===== src/rtl/csrs_machine_bank.sv =====
// rtl/csrs_machine_bank.sv - RV32 machine-mode CSR bank; counters built only with CSRS_MACHINE_COUNTERS_EN
module csrs_machine_bank #(
    parameter logic [31:0] HART_ID    = 32'h0,
    parameter logic [31:0] MISA_VALUE = 32'h4000_0100,
    parameter logic [31:0] MTVEC_INIT = 32'h0,
    parameter logic [31:0] MEPC_INIT  = 32'h0
) (
    input  logic        CLK,
    input  logic        RST,
    input  logic        RDEN,
    input  logic [11:0] RADDR,
    output logic        RVALID,
    output logic [31:0] RDATA,
    output logic        RERR,
    input  logic        WREN,
    input  logic [11:0] WADDR,
    input  logic [31:0] WDATA,
    input  logic        TRAP_EN,
    input  logic [31:0] TRAP_CAUSE,
    input  logic [31:0] TRAP_PC,
    input  logic [31:0] TRAP_TVAL,
    input  logic        MRET_EN,
    input  logic        RETIRE,
    input  logic [2:0]  IRQ_IN,
    output logic [31:0] TRAP_VECTOR,
    output logic [31:0] MEPC_OUT,
    output logic        IRQ_PENDING
);

    localparam logic [11:0] A_MSTATUS   = 12'h300;
    localparam logic [11:0] A_MISA      = 12'h301;
    localparam logic [11:0] A_MIE       = 12'h304;
    localparam logic [11:0] A_MTVEC     = 12'h305;
    localparam logic [11:0] A_MSCRATCH  = 12'h340;
    localparam logic [11:0] A_MEPC      = 12'h341;
    localparam logic [11:0] A_MCAUSE    = 12'h342;
    localparam logic [11:0] A_MTVAL     = 12'h343;
    localparam logic [11:0] A_MIP       = 12'h344;
    localparam logic [11:0] A_MCYCLE    = 12'hB00;
    localparam logic [11:0] A_MINSTRET  = 12'hB02;
    localparam logic [11:0] A_MCYCLEH   = 12'hB80;
    localparam logic [11:0] A_MINSTRETH = 12'hB82;
    localparam logic [11:0] A_MVENDORID = 12'hF11;
    localparam logic [11:0] A_MARCHID   = 12'hF12;
    localparam logic [11:0] A_MIMPID    = 12'hF13;
    localparam logic [11:0] A_MHARTID   = 12'hF14;

    logic        st_mie;
    logic        st_mpie;
    logic [2:0]  ie;        // {MEIE, MTIE, MSIE}
    logic [2:0]  ip;        // {MEIP, MTIP, MSIP}
    logic [29:0] tvec_base;
    logic [1:0]  tvec_mode;
    logic [31:0] mscratch;
    logic [31:0] mtval;
    logic [31:0] mcause;
    logic [29:0] mepc_word;
    logic [31:0] rd_val;
    logic        rd_hit;

    always_ff @(posedge CLK) begin
        if (RST) begin
            st_mie      <= 1'b0;
            st_mpie     <= 1'b0;
            ie          <= 3'b000;
            ip          <= 3'b000;
            tvec_base   <= MTVEC_INIT[31:2];
            tvec_mode   <= MTVEC_INIT[1:0];
            mscratch    <= 32'h0;
            mtval       <= 32'h0;
            mcause      <= 32'h0;
            mepc_word   <= MEPC_INIT[31:2];
            IRQ_PENDING <= 1'b0;
            RVALID      <= 1'b0;
            RDATA       <= 32'h0;
            RERR        <= 1'b0;
        end else begin
            ip          <= IRQ_IN;
            IRQ_PENDING <= st_mie & |(ip & ie);
            RVALID      <= RDEN;
            RDATA       <= RDEN ? rd_val : 32'h0;
            RERR        <= RDEN & ~rd_hit;

            if (TRAP_EN) begin
                st_mpie <= st_mie;
                st_mie  <= 1'b0;
            end else if (MRET_EN) begin
                st_mie  <= st_mpie;
                st_mpie <= 1'b1;
            end else if (WREN && WADDR == A_MSTATUS) begin
                st_mie  <= WDATA[3];
                st_mpie <= WDATA[7];
            end

            if (TRAP_EN) begin
                mepc_word <= TRAP_PC[31:2];
                mcause    <= TRAP_CAUSE;
                mtval     <= TRAP_TVAL;
            end else if (WREN) begin
                case (WADDR)
                    A_MEPC:   mepc_word <= WDATA[31:2];
                    A_MCAUSE: mcause    <= WDATA;
                    A_MTVAL:  mtval     <= WDATA;
                    default:  ;
                endcase
            end

            if (WREN) begin
                case (WADDR)
                    A_MIE:      ie       <= {WDATA[11], WDATA[7], WDATA[3]};
                    A_MSCRATCH: mscratch <= WDATA;
                    A_MTVEC: begin
                        tvec_base <= WDATA[31:2];
                        // reserved modes 2/3 leave the previous mode in place
                        if (!WDATA[1]) tvec_mode <= WDATA[1:0];
                    end
                    default: ;
                endcase
            end
        end
    end

`ifdef CSRS_MACHINE_COUNTERS_EN
    logic [63:0] mcycle;
    logic [63:0] minstret;

    always_ff @(posedge CLK) begin
        if (RST) begin
            mcycle   <= 64'h0;
            minstret <= 64'h0;
        end else begin
            if (WREN && WADDR == A_MCYCLE)        mcycle[31:0]  <= WDATA;
            else if (WREN && WADDR == A_MCYCLEH)  mcycle[63:32] <= WDATA;
            else                                  mcycle        <= mcycle + 64'd1;

            if (WREN && WADDR == A_MINSTRET)       minstret[31:0]  <= WDATA;
            else if (WREN && WADDR == A_MINSTRETH) minstret[63:32] <= WDATA;
            else if (RETIRE)                       minstret        <= minstret + 64'd1;
        end
    end
`else
    logic unused_retire;
    assign unused_retire = RETIRE;
`endif

    always_comb begin
        rd_val = 32'h0;
        rd_hit = 1'b1;
        case (RADDR)
            A_MSTATUS:  rd_val = {19'b0, 2'b11, 3'b0, st_mpie, 3'b0, st_mie, 3'b0};
            A_MISA:     rd_val = MISA_VALUE;
            A_MIE:      rd_val = {20'b0, ie[2], 3'b0, ie[1], 3'b0, ie[0], 3'b0};
            A_MTVEC:    rd_val = {tvec_base, tvec_mode};
            A_MSCRATCH: rd_val = mscratch;
            A_MEPC:     rd_val = {mepc_word, 2'b00};
            A_MCAUSE:   rd_val = mcause;
            A_MTVAL:    rd_val = mtval;
            A_MIP:      rd_val = {20'b0, ip[2], 3'b0, ip[1], 3'b0, ip[0], 3'b0};
`ifdef CSRS_MACHINE_COUNTERS_EN
            A_MCYCLE:    rd_val = mcycle[31:0];
            A_MCYCLEH:   rd_val = mcycle[63:32];
            A_MINSTRET:  rd_val = minstret[31:0];
            A_MINSTRETH: rd_val = minstret[63:32];
`else
            A_MCYCLE, A_MCYCLEH, A_MINSTRET, A_MINSTRETH: rd_val = 32'h0;
`endif
            A_MVENDORID, A_MARCHID, A_MIMPID: rd_val = 32'h0;
            A_MHARTID:  rd_val = HART_ID;
            default:    rd_hit = 1'b0;
        endcase
    end

    // vectored mode only redirects interrupts; exceptions always go to the base
    assign TRAP_VECTOR = (tvec_mode == 2'd1 && TRAP_CAUSE[31])
                       ? {tvec_base, 2'b00} + {25'b0, TRAP_CAUSE[4:0], 2'b00}
                       : {tvec_base, 2'b00};
    assign MEPC_OUT    = {mepc_word, 2'b00};

endmodule


===== config.mk =====
export PLATFORM = sky130hd
export DESIGN_NAME = csrs_machine_bank
export DESIGN_NICKNAME = d
export VERILOG_FILES = /design/src/rtl/csrs_machine_bank.sv
export SDC_FILE = /design/constraint.sdc
export NUM_CORES = 1
export LEC_CHECK = 0
export CAP_MARGIN = 30
export CORE_MARGIN = 2
export CORE_UTILIZATION = 35
export DETAILED_ROUTE_END_ITERATION = 6
export PLACE_DENSITY = 0.59
export REMOVE_ABC_BUFFERS = 1
export SLEW_MARGIN = 20
export SYNTH_ARGS = -nofsm -noshare
export SYNTH_HDL_FRONTEND = slang
export SYNTH_SLANG_ARGS = --single-unit
export TNS_END_PERCENT = 20

===== constraint.sdc =====
create_clock -name CLK -period 3.6 [get_ports CLK]
set_input_delay 0.72 -clock CLK [delete_from_list [all_inputs] [get_ports CLK]]
set_output_delay 0.72 -clock CLK [all_outputs]
set_load 0.05 [all_outputs]

==> key figures <==
Yosys
  • Mapped Area: 9960 um^2
  • Ys async rst share: 0
  • Mean Syn Cell Area: 9.06 um^2
  • Post-synthesis register bit count: 200
  • Top cell type by total area after synthesis: dfxtp_1
  • Synthesis Warnings: 0
  • Top-area cell type share of the netlist area: 0.402
  • Post-synth EDFFs: 0
  • Sequential element share of the synthesized area: 0.402
  • Yosys cell types: approximately 60
  • Syn Inst Count: 1100
  • Synth area leaders: dfxtp_1, mux2i_1, mux2_2, nand2_1, nor2_1
  • Top_reg_cell synth: dfxtp_1

Place
  • Dpl hpwl: 23100 um
  • Final Wtd Congestion: 0.813
  • DP Area: ~13000 um^2
  • PortBufs: 253
  • Placed cell count: 1695

Min path
  • Hold Path Class: reg -> reg

Routing
  • Vias per cell: 5.24
  • Antenna-violating nets left: 0
  • Drt drc: 0
  • M1 wire length: between 15000 and 20000 um
  • Final WL: approximately 35000 um
  • Drt initial violations: 903
  • Routed length per instance: 20.0 um
  • Drt pass-1 iters: 6
  • Wire length on met2: 16600 um
  • Vias: 9072
  • WL met3: 1850 um
  • DR top layer: met5

GRT
  • GRT Residual Overflow: 0
  • Largest net degree at the start of global routing: 100
  • GRT Util Overall: 0.227
  • Vias in the first global route: 9014
  • Initial antenna violation count: 4
  • First-pass GRT wire length: between 50000 and 60000 um

Run status
  • Status: finished clean

Setup path
  • Cell family with most CP delay: buffers and inverters
  • CP bufs+invs: 5
  • Worst Setup End Kind: output pin
  • Critical path arrival: 2.72 ns
  • Critical path class: in -> out
  • Max stage delay on crit path: 0.31 ns
  • Crit-path cells: dlymetal6s2s_1 -> buf_4 -> ha_1 -> a211oi_2 -> nor2_2 -> o31ai_4 -> buf_4 -> clkbuf_16 -> nor3_1 -> xnor2_1 -> buf_12
  • Worst Setup Start Kind: input pin
  • Worst-path maximum fanout: 6
  • CP Data Required Time: 2.88 ns
  • Slowest CP cell: ha_1
  • Cell mode on critical path: buf_4

CTS
  • Deepest clock path buffer count: 2
  • CTS clock-pin slew for the worst setup and hold paths: 0.07 ns
  • CTS buffer count: 17
  • CTS tree: yes
  • CTS root buf: clkbuf_16
  • Hold Buf Count CTS: 0
  • Clock sinks: 200
  • Level count of the clock H-tree: 4
  • Clock latency on the worst-skew pair: 0.43 ns

Cells and area
  • Non-filler cells in the finished layout: ~1700
  • Fin nets: between 1500 and 2000
  • Most common cell after layout, fill and taps aside: clkdlybuf4s50_1
  • Most frequent cells in the layout: clkdlybuf4s50_1, dfxtp_1, nand2_1
  • FILL cells: 2645
  • Share of layout cells above drive strength 1: 0.162
  • Layout area overhead: 42.1%
  • Final Cell Area: 14200 um^2

Power and ir drop
  • P_int: 3610 uW
  • Worst vdd ir: 0.000345 V
  • P_sw: around 1300 uW
  • Pwr Total: 4920 uW
  • Pwr Density: 347 nW/um^2
  • LEAKAGE: 0.00558 uW
  • Combinational share of power: 0.134
  • Power share of the clock group: 0.394
  • Flop pwr share: 0.471
  • Sw frac: 0.265

STA
  • Hold_ws: 0.448 ns
  • Slew Viols, Final: 0
  • Fin crit share: 0.955
  • Final setup fails: 0
  • Setup TNS: 0 ns
  • Slew @ Worst Pin: between 0.6 and 0.7 ns
  • RSZ-0062 raised after global routing: false
  • Relative slew slack: 0.537
  • Clk_skew: roughly 0.012 ns
  • Post-route minimum period: 3.44 ns
  • F_max: 291 MHz
  • Hold Fails Final Rpt: 0

Die
  • Initial Util: 0.357
  • Die area: ~30000 um^2
  • Die Width: 173 um
  • Core area: 27900 um^2
  • Row count: 61
  • Boundary pin count: between 200 and 300
  • Die H: 173 um

Run
  • Max-cap violations: 0
[worst min-delay path, delay by kind of cell, from the launching register on]
family	cells	cell delay (ns)
flip-flops	1	0.31
AND/OR/NAND/NOR	1	0.05
AO/OA/AOI/OAI	1	0.05
[registers in the layout (all words and copies together), names as in the netlist]
register     count
tvec_mode        1
IRQ_PENDING      1
mtval           32
RDATA           32
RVALID           1
ip               3
mepc_word       30
RERR             1
ie               3
tvec_base       30
mcause          32
st_mie           1
st_mpie          1
mscratch        32
[worst paths after layout]
| path | to | from | slack [ns] | depth (start not counted) |
|---|---|---|---|---|
| worst min register to register | mscratch[12] | mscratch[12] | 0.45 | 2 |
| worst min-delay path | mscratch[12] | mscratch[12] | 0.45 | 2 |
| worst max-delay path | TRAP_VECTOR[27] | TRAP_CAUSE[1] | 0.16 | 11 |
| worst max register to register | RDATA[7] | mepc_word[5] | 2.36 | 4 |
[kinds of logic (layout without fill, tap and decap cells)]
family	after synthesis	count (layout)	share of synthesized area
AOI/OAI and AO/OA	159	159	0.101
xor gates and xnor gates	27	27	0.0237
adders and majority gates	6	6	0.00829
buffers and inverters	92	341	0.0438
DFF	200	200	0.402
muxes	225	225	0.242
other	1	6	0.000376
and+or+nand+nor	390	390	0.179
[repair_timing]
item / in CTS / in global routing
endpoints found under the hold margin: 0 / 0
buffers inserted: 0 / 2
gates resized for setup: 12 / 34
cloned: 0 / 1
endpoints found under the setup margin: 23 / 25
pin swaps: 3 / 15
[Yosys cell counts, drive strengths merged, types with 5 or more instances]
library cell / instances
nor3: 14
nand4: 8
nor4: 8
nand3: 8
xor2: 17
nor2: 141
ha: 5
o21ai: 34
mux2i: 126
nand2: 172
buf: 41
clkbuf: 41
nor2b: 5
dfxtp: 200
mux2: 96
a21oi: 74
inv: 10
a222oi: 27
xnor2: 10
[routing by layer]
metal | GRT usage | vias to the layer above
met5 | 0 | -
met4 | 0.0713 | 4
met3 | 0.0352 | 46
met2 | 0.389 | 329
li1 | - | 4339
met1 | 0.294 | 4354
[per-stage QoR]
step	util	setup WS (ns)
5_1_grt	0.507	0.0323
3_5_place_dp	0.476	-0.380
2_1_floorplan	-	-0.223
3_3_place_gp	0.476	-0.346
4_1_cts	0.499	-0.0871
6_report	0.507	0.162
[power groups by stage]
stage          sequential (uW)  clock [uW]  combinational, uW
2_1_floorplan             2430           0                208
3_3_place_gp              2370           0                652
3_5_place_dp              2370           0                657
4_1_cts                   2320        1970                661
5_1_grt                   2330        2060                706
6_report                  2320        1940                659
[area by class of cell]
type	instances	area (um^2)	area share
multi-input cells	811	5760	0.407
flip-flops and latches	200	4000	0.283
repair buffers	299	3300	0.233
well taps	378	473	0.0334
clock buffers	20	447	0.0315
clock inverters	12	133	0.00936
inverters	10	37.5	0.00265
diodes	2	5.00	0.000353
No activity file was read; power rests on OpenSTA's default activity.
